===== config.mk =====
export PLATFORM = sky130hd
export DESIGN_NAME = uart_tx_serializer_flat
export DESIGN_NICKNAME = d
export VERILOG_FILES = /design/src/rtl/uart_tx_serializer_if.sv /design/src/rtl/uart_tx_serializer.sv /design/src/flat_wrapper.sv
export SDC_FILE = /design/constraint.sdc
export NUM_CORES = 1
export LEC_CHECK = 0
export CAP_MARGIN = 20
export CORE_MARGIN = 3
export CORE_UTILIZATION = 40
export DETAILED_ROUTE_END_ITERATION = 10
export GPL_ROUTABILITY_DRIVEN = 1
export MAX_ROUTING_LAYER = met4
export SETUP_SLACK_MARGIN = 0.15
export SLEW_MARGIN = 20
export SYNTH_ARGS = -nofsm -noshare
export SYNTH_HDL_FRONTEND = slang
export SYNTH_SLANG_ARGS = --single-unit
export TNS_END_PERCENT = 20

===== constraint.sdc =====
create_clock -name clk -period 3.08 [get_ports clk]
set_clock_uncertainty 0.05 [all_clocks]
set_input_delay 0.462 -clock clk [delete_from_list [all_inputs] [get_ports clk]]
set_output_delay 0.462 -clock clk [all_outputs]
set_load 0.01 [all_outputs]

===== src/rtl/uart_tx_serializer_if.sv =====
// rtl/uart_tx_serializer_if.sv - handshake and serial line bundle for uart_tx_serializer
interface uart_tx_serializer_if #(
   parameter int WIDTH = 8
);
   logic [WIDTH-1:0] tx_data_in;
   logic             tx_data_valid_in;
   logic             parity_enable_in;
   logic             parity_type_in;
   logic             tx_out;
   logic             busy_out;

   modport master (
      output tx_data_in,
      output tx_data_valid_in,
      output parity_enable_in,
      output parity_type_in,
      input  tx_out,
      input  busy_out
   );

   modport slave (
      input  tx_data_in,
      input  tx_data_valid_in,
      input  parity_enable_in,
      input  parity_type_in,
      output tx_out,
      output busy_out
   );
endinterface


===== src/rtl/uart_tx_serializer.sv =====
// rtl/uart_tx_serializer.sv - UART frame serializer: start, LSB-first data, optional parity, stop
module uart_tx_serializer #(
   parameter int WIDTH = 8
) (
   input  logic                 clk,
   input  logic                 reset_n,
   uart_tx_serializer_if.slave  bus
);
   localparam int CW = (WIDTH > 1) ? $clog2(WIDTH) : 1;
   localparam logic [CW-1:0] LAST = CW'(WIDTH - 1);

   typedef enum logic [2:0] {
      IDLE   = 3'd0,
      START  = 3'd1,
      DATA   = 3'd2,
      PARITY = 3'd3,
      STOP   = 3'd4
   } state_t;

   state_t           state;
   logic [WIDTH-1:0] shift;
   logic [CW-1:0]    cnt;
   logic [CW-1:0]    cnt_next;
   logic             par_en;
   logic             par_bit;
   logic             tx_q;
   logic             busy_q;

   assign cnt_next = cnt + 1'b1;

   // Outputs are driven from the next-state decision so they line up with the state they describe.
   always_ff @(posedge clk or negedge reset_n) begin
      if (!reset_n) begin
         state   <= IDLE;
         shift   <= '0;
         cnt     <= '0;
         par_en  <= 1'b0;
         par_bit <= 1'b0;
         tx_q    <= 1'b1;
         busy_q  <= 1'b0;
      end else begin
         case (state)
            IDLE: begin
               if (bus.tx_data_valid_in) begin
                  shift   <= bus.tx_data_in;
                  par_en  <= bus.parity_enable_in;
                  par_bit <= (^bus.tx_data_in) ^ bus.parity_type_in;
                  state   <= START;
                  tx_q    <= 1'b0;
                  busy_q  <= 1'b1;
               end else begin
                  tx_q   <= 1'b1;
                  busy_q <= 1'b0;
               end
            end
            START: begin
               state  <= DATA;
               cnt    <= '0;
               tx_q   <= shift[0];
               busy_q <= 1'b1;
            end
            DATA: begin
               busy_q <= 1'b1;
               if (cnt == LAST) begin
                  if (par_en) begin
                     state <= PARITY;
                     tx_q  <= par_bit;
                  end else begin
                     state <= STOP;
                     tx_q  <= 1'b1;
                  end
               end else begin
                  cnt  <= cnt_next;
                  tx_q <= shift[cnt_next];
               end
            end
            PARITY: begin
               state  <= STOP;
               tx_q   <= 1'b1;
               busy_q <= 1'b1;
            end
            STOP: begin
               // Always pass through IDLE so busy drops for at least one cycle between frames.
               state  <= IDLE;
               tx_q   <= 1'b1;
               busy_q <= 1'b0;
            end
            default: begin
               state  <= IDLE;
               tx_q   <= 1'b1;
               busy_q <= 1'b0;
            end
         endcase
      end
   end

   assign bus.tx_out   = tx_q;
   assign bus.busy_out = busy_q;
endmodule


===== src/flat_wrapper.sv =====
// flat-port wrapper written by rule: the top's interface ports become plain ports
module uart_tx_serializer_flat 
#(
   parameter int WIDTH = 8
)
  (clk, reset_n, bus_tx_data_in, bus_tx_data_valid_in, bus_parity_enable_in, bus_parity_type_in, bus_tx_out, bus_busy_out);
  uart_tx_serializer_if #(.WIDTH(WIDTH)) bus_i ();
  input  logic clk;
  input  logic reset_n;
  input wire logic [$bits(bus_i.tx_data_in)-1:0] bus_tx_data_in;
  input wire logic [$bits(bus_i.tx_data_valid_in)-1:0] bus_tx_data_valid_in;
  input wire logic [$bits(bus_i.parity_enable_in)-1:0] bus_parity_enable_in;
  input wire logic [$bits(bus_i.parity_type_in)-1:0] bus_parity_type_in;
  output wire logic [$bits(bus_i.tx_out)-1:0] bus_tx_out;
  output wire logic [$bits(bus_i.busy_out)-1:0] bus_busy_out;
  assign bus_i.tx_data_in = bus_tx_data_in;
  assign bus_i.tx_data_valid_in = bus_tx_data_valid_in;
  assign bus_i.parity_enable_in = bus_parity_enable_in;
  assign bus_i.parity_type_in = bus_parity_type_in;
  assign bus_tx_out = bus_i.tx_out;
  assign bus_busy_out = bus_i.busy_out;
  uart_tx_serializer #(.WIDTH(WIDTH)) u_core (.clk(clk), .reset_n(reset_n), .bus(bus_i));
endmodule

# After elaboration in Yosys (flattened, before gate mapping)
# Index checks and enable logic that the tools add are counted.
[word_totals] ff_bits=18 input_bits=13 output_inout_bits=2 wordCells=38
[classes] n_addsub=1 n_lt_le_gt_ge=1 eq_ne=7 n_mux=14 n_bitwise=1 reduce_logical=7
[op_table] operator="two-way mux 3 bit" n=4
[op_table] operator="one-hot mux 3 bit (4 select lines)" n=1
[op_table] operator="parity 8 bit" n=1
[op_table] operator="equality test 3 x 2 -> 1 bit (second input constant)" n=2
[op_table] operator="one-hot mux 3 bit (2 select lines)" n=1
[op_table] operator="AND reduction 2 bit" n=3
[op_table] operator="two-way mux 1 bit" n=5
[op_table] operator="< comparator 3 x 4 -> 1 bit (second input constant)" n=1
[op_table] operator="inequality test 2 bit (second input constant)" n=2
[op_table] operator="adder 3 x 1 -> 3 bit (second input constant)" n=1
[op_table] operator="binary-select mux 1 bit (select 3 bit)" n=1
[op_table] operator="equality test 3 x 1 -> 1 bit (second input constant)" n=1
[op_table] operator="equality test 3 bit (second input constant)" n=1
[op_table] operator="logical NOT 3 bit" n=1
[op_table] operator="one-hot mux 1 bit (3 select lines)" n=1
[op_table] operator="OR reduction 3 bit" n=1
[op_table] operator="inequality test 2 x 1 -> 1 bit (second input constant)" n=1
[op_table] operator="one-hot mux 1 bit (2 select lines)" n=1
[op_table] operator="nonzero test 2 bit" n=1
[op_table] operator="bitwise XOR 1 bit" n=1

# Depth between registers and ports, before layout
# Gate-level depths: netlist of the first run.
[logic_depth] word_depth=5 ltp_mapped=6 ltp_nobuf=6

# Least setup slack after synthesis of the first run
# No wires, ideal clock.
[synth_timing] path_kind="register -> register" startpoint="register u_core.cnt[0]" endpoint="register u_core.tx_q (netlist: u_core.bus.tx_out)" setup_time_ns=0.084 t_arrival_ns=1.440 required_time_ns=2.946 setup_slack_ns=1.506 path_stages_with_launch=6 path_buffers=0 period_less_slack_ns=1.574 path_cell_list="dfrtp_1 ha_1 mux4_2 nor2b_1 a211oi_1 o21ai_1"
[synth_between] elab_chain_cells=5 elab_cells_between_ends=6 classes_between="1 x add/sub; 1 x eq/ne; 4 x mux"
[synth_rtl] item="from (decl)" line_no="uart_tx_serializer.sv:22" rtl="logic [CW-1:0] cnt;"
[synth_rtl] item="from (signal assigned)" line_no="uart_tx_serializer.sv:73" rtl="cnt <= cnt_next;"
[synth_rtl] item="adder 3 x 1 -> 3 bit" line_no="uart_tx_serializer.sv:29" rtl="assign cnt_next = cnt + 1'b1;"
[synth_rtl] item="binary-select mux 1 bit (select 3 bit)" line_no="uart_tx_serializer.sv:74" rtl="tx_q <= shift[cnt_next];"
[synth_rtl] item="two-way mux 1 bit (not written as such)" line_no="uart_tx_serializer.sv:74"
[synth_rtl] item="two-way mux 1 bit *" line_no="uart_tx_serializer.sv:64" rtl="if (cnt == LAST) begin"
[synth_rtl] item="one-hot mux 1 bit (3 select lines) *" line_no="uart_tx_serializer.sv:42" rtl="case (state)"
[synth_rtl] item="to (signal assigned)" line_no="uart_tx_serializer.sv:59" rtl="tx_q <= shift[0];"
[synth_rtl] item="to (signal assigned)" line_no="uart_tx_serializer.sv:67" rtl="tx_q <= par_bit;"
[synth_rtl] item="to (signal assigned)" line_no="uart_tx_serializer.sv:74"
[synth_rtl] item="to (decl)" line_no="uart_tx_serializer.sv:26" rtl="logic tx_q;"
# Every way passes the cells marked *; elsewhere a longest branch is shown, timed or not. The select of a mux whose other input is x is not followed.
# A chain may end at the register's enable or synchronous reset.

# Final worst setup path of the first run
[layout_timing] startpoint="register u_core.tx_q (netlist: u_core.bus.tx_out)" endpoint="output port bus_tx_out"
[layout_lines] item="to (decl)" line_no="flat_wrapper.sv:14" rtl="output wire logic [$bits(bus_i.tx_out)-1:0] bus_tx_out;"
# No word-level cell between the ends.

==> flow_metrics.py, run 1 <==
metrics = {
    "run_status": {
        "status": "complete, no violations",
    },
    "yosys": {
        "syn_area_um2": 910,
        "synthTopCellsByArea": "dfrtp_1 (47%), mux2_2 (11%), xnor2_1 (4.8%), dfstp_2 (2.9%), mux4_1 (2.9%)",
        "yosys_warnings": 0,
        "seq_area_frac_synth_pct": 49.7,
        "synth_top_area_share_pct": 46.8,
        "synth_ff_type": "dfrtp_1",
        "synth_cells": 79,
        "ys_ff_latch": 18,
        "postSynth.asyncResetShare_pct": 100,
        "synth.avg_cell_area_um2": 11.5,
        "ys_types": 26,
        "synth_top_area_cell": "dfrtp_1",
        "syn-num-nets": 94,
        "synth-edff-count": 0,
    },
    "die": {
        "row_count": 16,
        "die_w_um": 53.7,
        "boundaryPins": 15,
        "dieArea_um2": 2880,
        "initial_utilization_pct": 44.1,
        "core_area_um2": 2060,
        "die_h_um": 53.7,
    },
    "drt": {
        "drtPass1Iterations": 5,
        "avgRoutedWirePerCell_um": 13.4,
        "vias_per_cell": 5.17,
        "drt-initial-drc-count": 13,
        "drt_wl_total_mm": 1.63,
        "postRouteAntennaNets": 0,
        "vias": 626,
        "drc_errors": 0,
    },
    "critical_path": {
        "critPathSlowestCell": "dfstp_2",
        "timing.critical_path.buf_inv": 1,
        "crit_type": "register to output port",
        "endpoint_kind": "output port",
        "critPathRequiredTime_ns": 2.57,
        "startpoint": "u_core.bus.tx_out",
        "path_delay_family": "flip-flops",
        "worst-path-max-fanout": 1,
        "worstSetupStartpointType": "register",
        "regToRegStartpoint": "u_core.cnt[0]",
        "path_cells": "clkdlybuf4s50_1",
        "cpPeakStageDelay_ns": 0.53,
        "arrival_ns": 1.33,
    },
    "pwr": {
        "power_switching_w": 0.000334,
        "combinationalPowerShare_pct": 41.8,
        "p_sw_share_pct": 34.0,
        "vdd_drop_max_v": 0.000357,
        "clkPwrFrac_pct": 12.5,
        "pwr-share-seq_pct": 45.7,
        "pwr_density_cell_nw_per_um2": 895,
        "power_leakage_nw": 0.459,
        "p_int_w": 0.000648,
    },
    "cts": {
        "cts_sinks": 18,
        "cts_resized": 0,
        "clock_latency_ns": 0.29,
        "clk_pin_slew_ns": 0.10,
        "cts-buffers-inserted": 3,
        "h-tree-depth": 1,
        "cts_tree": "done",
        "cts_setup_buffers": 0,
        "holdBufCountCts": 0,
        "cts-root-buf": "clkbuf_4",
        "ctsLongestPathBuffers": 2,
    },
    "sta": {
        "min_period_ns": 1.84,
        "tns_ns": 0,
        "final-setup-viol-count": 0,
        "hold_viol": 0,
        "worst_slew_pin_slew_ns": 0.809,
        "max_freq_ghz": 0.542,
        "rsz0062_at_grt": "false",
        "slew_headroom_pct": 45.9,
        "slew_violations": 0,
        "period_share_pct": 59.9,
    },
    "grt": {
        "overflow": 0,
        "track_usage_pct": 13.9,
        "grt_pass1_wl_mm": 2.76,
        "grt_max_degree": 19,
        "grt_pass1_vias": 588,
        "antenna_found_initial": 0,
    },
    "finish": {
        "final_util_pct": 53.2,
        "diodes": 0,
        "nNetsFinal": 110,
        "synthToLayoutAreaGrowth_pct": 20.5,
        "drive_above_1_share_pct": 14.9,
    },
    "job": {
        "cap_violations": 0,
    },
    "placement": {
        "place_congestion": 0.794,
        "port_buffers": 14,
        "dp_hpwl_mm": 1.22,
    },
    "hold_path": {
        "hold_start": "u_core.shift[5]",
        "hold_class": "register to register",
    },
}
-- power by group through the flow --
stage | Combinational, W | Sequential (W) | Clock (W)
after floorplan | 0.000342 | 0.000413 | 0
after global placement | 0.000407 | 0.000452 | 0
after detailed placement | 0.000416 | 0.000455 | 0
after CTS | 0.000417 | 0.000449 | 0.000130
after global routing | 0.000464 | 0.000465 | 0.000138
final | 0.000410 | 0.000449 | 0.000122
-- layer usage --
metal	wire [µm]	part of all wire [%]	GRT usage [%]	vias to the layer above
met5	0	0	-	-
met4	8	0.49	8.09	0
met3	78	4.8	2.49	2
met2	785	48	20.8	14
met1	756	46	17.7	300
li1	-	-	-	310
-- area by class of cell --
| cell class | count | area, µm² |
|---|---|---|
| Multi-Input combinational cell | 56 | 437 |
| Inverter | 2 | 7.51 |
| Fill cell | 196 | 966 |
| Clock buffer | 4 | 26.3 |
| Timing Repair Buffer | 14 | 140 |
| Sequential cell | 18 | 452 |
| Tap cell | 27 | 33.8 |
-- Yosys cell counts (2+ instances only) --
| cell | count |
|---|---|
| a21oi_1 | 4 |
| a22oi_1 | 2 |
| buf_2 | 2 |
| dfrtp_1 | 17 |
| ha_1 | 2 |
| inv_1 | 2 |
| mux2_2 | 9 |
| nand2_1 | 6 |
| nand2b_1 | 2 |
| nor2_1 | 7 |
| nor3_1 | 3 |
| o21ai_0 | 5 |
| xnor2_1 | 5 |
-- placed cells by master (no fill, tap or decap) --
| cell type | synthesis | final |
|---|---|---|
| dfrtp_1 | 17 | 17 |
| clkdlybuf4s50_1 | 0 | 14 |
| mux2_2 | 9 | 9 |
| nor2_1 | 7 | 7 |
| nand2_1 | 6 | 6 |
| o21ai_0 | 5 | 5 |
| xnor2_1 | 5 | 5 |
| a21oi_1 | 4 | 4 |
| nor3_1 | 3 | 3 |
| clkbuf_4 | 0 | 3 |
| inv_1 | 2 | 2 |
| nand2b_1 | 2 | 2 |
| a22oi_1 | 2 | 2 |
| ha_1 | 2 | 2 |
| mux4_1 | 1 | 1 |
| mux4_2 | 1 | 1 |
| nor2b_1 | 1 | 1 |
| a211oi_1 | 1 | 1 |
| o211ai_1 | 1 | 1 |
| o21bai_1 | 1 | 1 |
| o21ai_1 | 1 | 1 |
| and3_1 | 1 | 1 |
| xnor3_1 | 1 | 1 |
| xor2_1 | 1 | 1 |
| mux2i_1 | 1 | 1 |
| clkbuf_1 | 1 | 1 |
| dfstp_2 | 1 | 1 |
-- final timing paths --
check	slack [ns]	end	cells past startpoint
setup / recovery	1.24	bus_tx_out	1
hold / removal	0.47	u_core.shift[5]	1
setup reg to reg	1.37	u_core.bus.tx_out	5
hold reg to reg	0.47	u_core.shift[5]	1
max in group asynchronous	1.90	u_core.shift[3]	1
min in group asynchronous	0.58	u_core.state[0]	1
-- kinds of logic after synthesis --
group | synth area share [%]
compound gates | 9.63
xor+xnor | 8.25
fa+ha+maj | 2.75
buf+inv | 2.34
flops | 49.7
mux | 17.6
simple gates | 9.77
-- flip-flops by register name (all words and copies together), names as in the netlist --
signal,cells
u_core.shift,8
u_core.cnt,3
u_core.state,3
u_core.bus.busy_out,1
u_core.bus.tx_out,1
u_core.par_bit,1
u_core.par_en,1
-- per-stage QoR --
| step | power (W) | instances | instance area, µm² | hold slack (ns) | worst slack (ns) |
|---|---|---|---|---|---|
| 6_report | 0.000981 | 121 | 1100 | 0.467 | 1.24 |
| 5_1_grt | 0.00107 | 121 | 1100 | 0.478 | 1.18 |
| 4_1_cts | 0.000996 | 121 | 1100 | 0.471 | 1.22 |
| 3_5_place_dp | 0.000871 | 117 | 1070 | 0.449 | 0.983 |
| 3_3_place_gp | 0.000859 | 117 | 1070 | 0.439 | 0.994 |
| 2_1_floorplan | 0.000755 | 79 | 910 | 0.116 | 1.51 |
Power figures use the tool's default switching activity.
==> run 2: changes to the inputs <==
- PLACE_DENSITY: default -> 0.65
- clock period: 3.08 -> 1.6 ns (I/O delays scaled with it)
==> run 2 against run 1 <==
Against the previous run: worst hold slack worse by 0.26 ns; global-route usage up 1.1 points; count of clock-buffer cells in the layout unchanged; die area unchanged; core utilization up 6.6 points; total power up 120%; register-to-register slack worse by 1.3 ns; first-iteration DRC count up 7.7%; sequential share of layout area down 4.4 points; setup slack worse by 1.2 ns; cell count up 5.8%; routed wire length up 12%; critical path type is now register to register; critical endpoint is now u_core.bus.tx_out.
==> flow_metrics.py, run 2 (synthesis results as in run 1) <==
metrics = {
    "run_status": {
        "status": "complete, no violations",
    },
    "sta": {
        "max_freq_ghz": 0.650,
        "final-setup-viol-count": 0,
        "worst_slew_pin_slew_ns": 0.229,
        "slew_headroom_pct": 84.8,
        "hold_viol": 0,
        "slew_violations": 0,
        "rsz0062_at_grt": "true",
        "min_period_ns": 1.54,
        "tns_ns": 0,
        "period_share_pct": 96.2,
    },
    "drt": {
        "avgRoutedWirePerCell_um": 14.2,
        "drtPass1Iterations": 4,
        "drt_wl_total_mm": 1.82,
        "vias": 675,
        "drt-initial-drc-count": 14,
        "drc_errors": 0,
        "postRouteAntennaNets": 0,
        "vias_per_cell": 5.27,
    },
    "grt": {
        "grt_max_degree": 19,
        "grt_pass1_wl_mm": 3.00,
        "antenna_found_initial": 0,
        "track_usage_pct": 15.0,
        "grt_pass1_vias": 664,
        "overflow": 0,
    },
    "finish": {
        "top_register": "u_core.shift",
        "nNetsFinal": 117,
        "design_area_um2": 1230,
        "diodes": 0,
        "largest_reg_flops": 8,
        "top_regs": "u_core.shift: 8 flops, u_core.cnt: 3 flops, u_core.state: 3 flops",
        "synthToLayoutAreaGrowth_pct": 35.4,
        "final_common_cell": "dfrtp_1",
        "drive_above_1_share_pct": 29.7,
        "final_cell_mix": "dfrtp_1 (16), mux2_2 (9), clkdlybuf4s50_1 (9)",
        "final_util_pct": 59.7,
    },
    "cts": {
        "cts_sinks": 18,
        "ctsLongestPathBuffers": 2,
        "cts-buffers-inserted": 3,
        "cts_tree": "done",
        "cts-root-buf": "clkbuf_4",
        "holdBufCountCts": 0,
        "clock_latency_ns": 0.29,
        "clk_pin_slew_ns": 0.10,
        "h-tree-depth": 1,
    },
    "job": {
        "cap_violations": 0,
    },
    "critical_path": {
        "critPathSlowestCell": "dfrtp_2",
        "startpoint": "u_core.cnt[0]",
        "crit_type": "register to register",
        "endpoint_kind": "register",
        "worst-path-max-fanout": 4,
        "regToRegStartpoint": "u_core.cnt[0]",
        "arrival_ns": 1.71,
        "critPathRequiredTime_ns": 1.78,
        "path_cells": "ha_4 -> mux4_2 -> nor2b_1 -> a211oi_2 -> o21ai_1",
        "cpPeakStageDelay_ns": 0.47,
        "worstSetupStartpointType": "register",
    },
    "die": {
        "initial_utilization_pct": 44.1,
        "boundaryPins": 15,
        "dieArea_um2": 2880,
        "core_area_um2": 2060,
        "row_count": 16,
        "die_h_um": 53.7,
        "die_w_um": 53.7,
    },
    "pwr": {
        "pwr_density_cell_nw_per_um2": 1740,
        "p_int_w": 0.00143,
        "power_switching_w": 0.000713,
        "p_sw_share_pct": 33.3,
        "vdd_drop_max_v": 0.00101,
        "combinationalPowerShare_pct": 48.5,
        "pwr-share-seq_pct": 38.5,
        "power_leakage_nw": 0.548,
        "finalPower_w": 0.00214,
        "clkPwrFrac_pct": 13.0,
    },
    "placement": {
        "place_congestion": 0.842,
        "dp_hpwl_mm": 1.29,
        "placed_area_um2": 1150,
        "port_buffers": 14,
    },
    "hold_path": {
        "hold_class": "input pin to async pin",
    },
}
-- run 2: changes by cell type in the layout (fill, tap and decap cells not counted), sizes merged --
| cell | before | now |
|---|---|---|
| dlygate4sd2 | 0 | 1 |
| dlymetal6s2s | 0 | 4 |
| clkdlybuf4s50 | 14 | 9 |
| buf | 0 | 7 |
-- run 2: cell type report --
class	count	area, µm²
fill	177	831
multi-input combinational	56	487
timing repair buffer	21	214
inverter	2	7.51
sequential	18	453
clock buffer	4	36.3
tap	27	33.8
-- run 2: stage by stage --
| stage | setup slack (ns) | std cells | hold slack [ns] |
|---|---|---|---|
| floorplan | 0.115 | 79 | -0.106 |
| global placement | -0.261 | 124 | 0.437 |
| detailed placement | -0.302 | 124 | 0.445 |
| CTS | 0.0142 | 128 | 0.211 |
| global route | 0.00731 | 128 | 0.213 |
| finish | 0.0615 | 128 | 0.206 |
-- run 2: what timing repair did --
| action | CTS | global route |
|---|---|---|
| buffers inserted | 0 | 0 |
| setup endpoints to repair | 7 | 16 |
| cloned | 0 | 0 |
| gates resized for setup | 1 | 12 |
| pin swaps | 0 | 6 |
-- run 2: worst paths after layout --
path / endpoint / slack [ns] / cells past startpoint
setup / recovery: u_core.bus.tx_out / 0.06 / 5
hold / removal: u_core.cnt[1] / 0.21 / 2
setup reg to reg: u_core.bus.tx_out / 0.06 / 5
hold reg to reg: u_core.shift[1] / 0.46 / 1
max in group asynchronous: u_core.bus.tx_out / 1.04 / 2
min in group clk: u_core.shift[6] / 0.23 / 2
-- run 2: routing by layer --
metal / up-vias / GRT usage (%) / wire length [µm]
met1: 333 / 18.4 / 748
met2: 18 / 23.0 / 951
li1: 322 / - / -
met4: 0 / 3.83 / 9
met5: - / - / 0
met3: 2 / 6.09 / 107
-- run 2: worst max-delay path: cells and delay by family, from the launching register on --
family	cells	cell delay, ns
AND/OR/NAND/NOR	1	0.15
AO/OA/AOI/OAI	2	0.23
flip-flops	1	0.47
adder cells (fa/ha/maj)	1	0.30
multiplexers	1	0.27
-- run 2: power groups by stage --
stage	Sequential, W	Clock, W	Combinational (W)
finish	0.000824	0.000278	0.00104
global route	0.000851	0.000316	0.00116
CTS	0.000821	0.000289	0.000985
detailed placement	0.000831	0	0.000990
global placement	0.000824	0	0.000968
floorplan	0.000807	0	0.000677
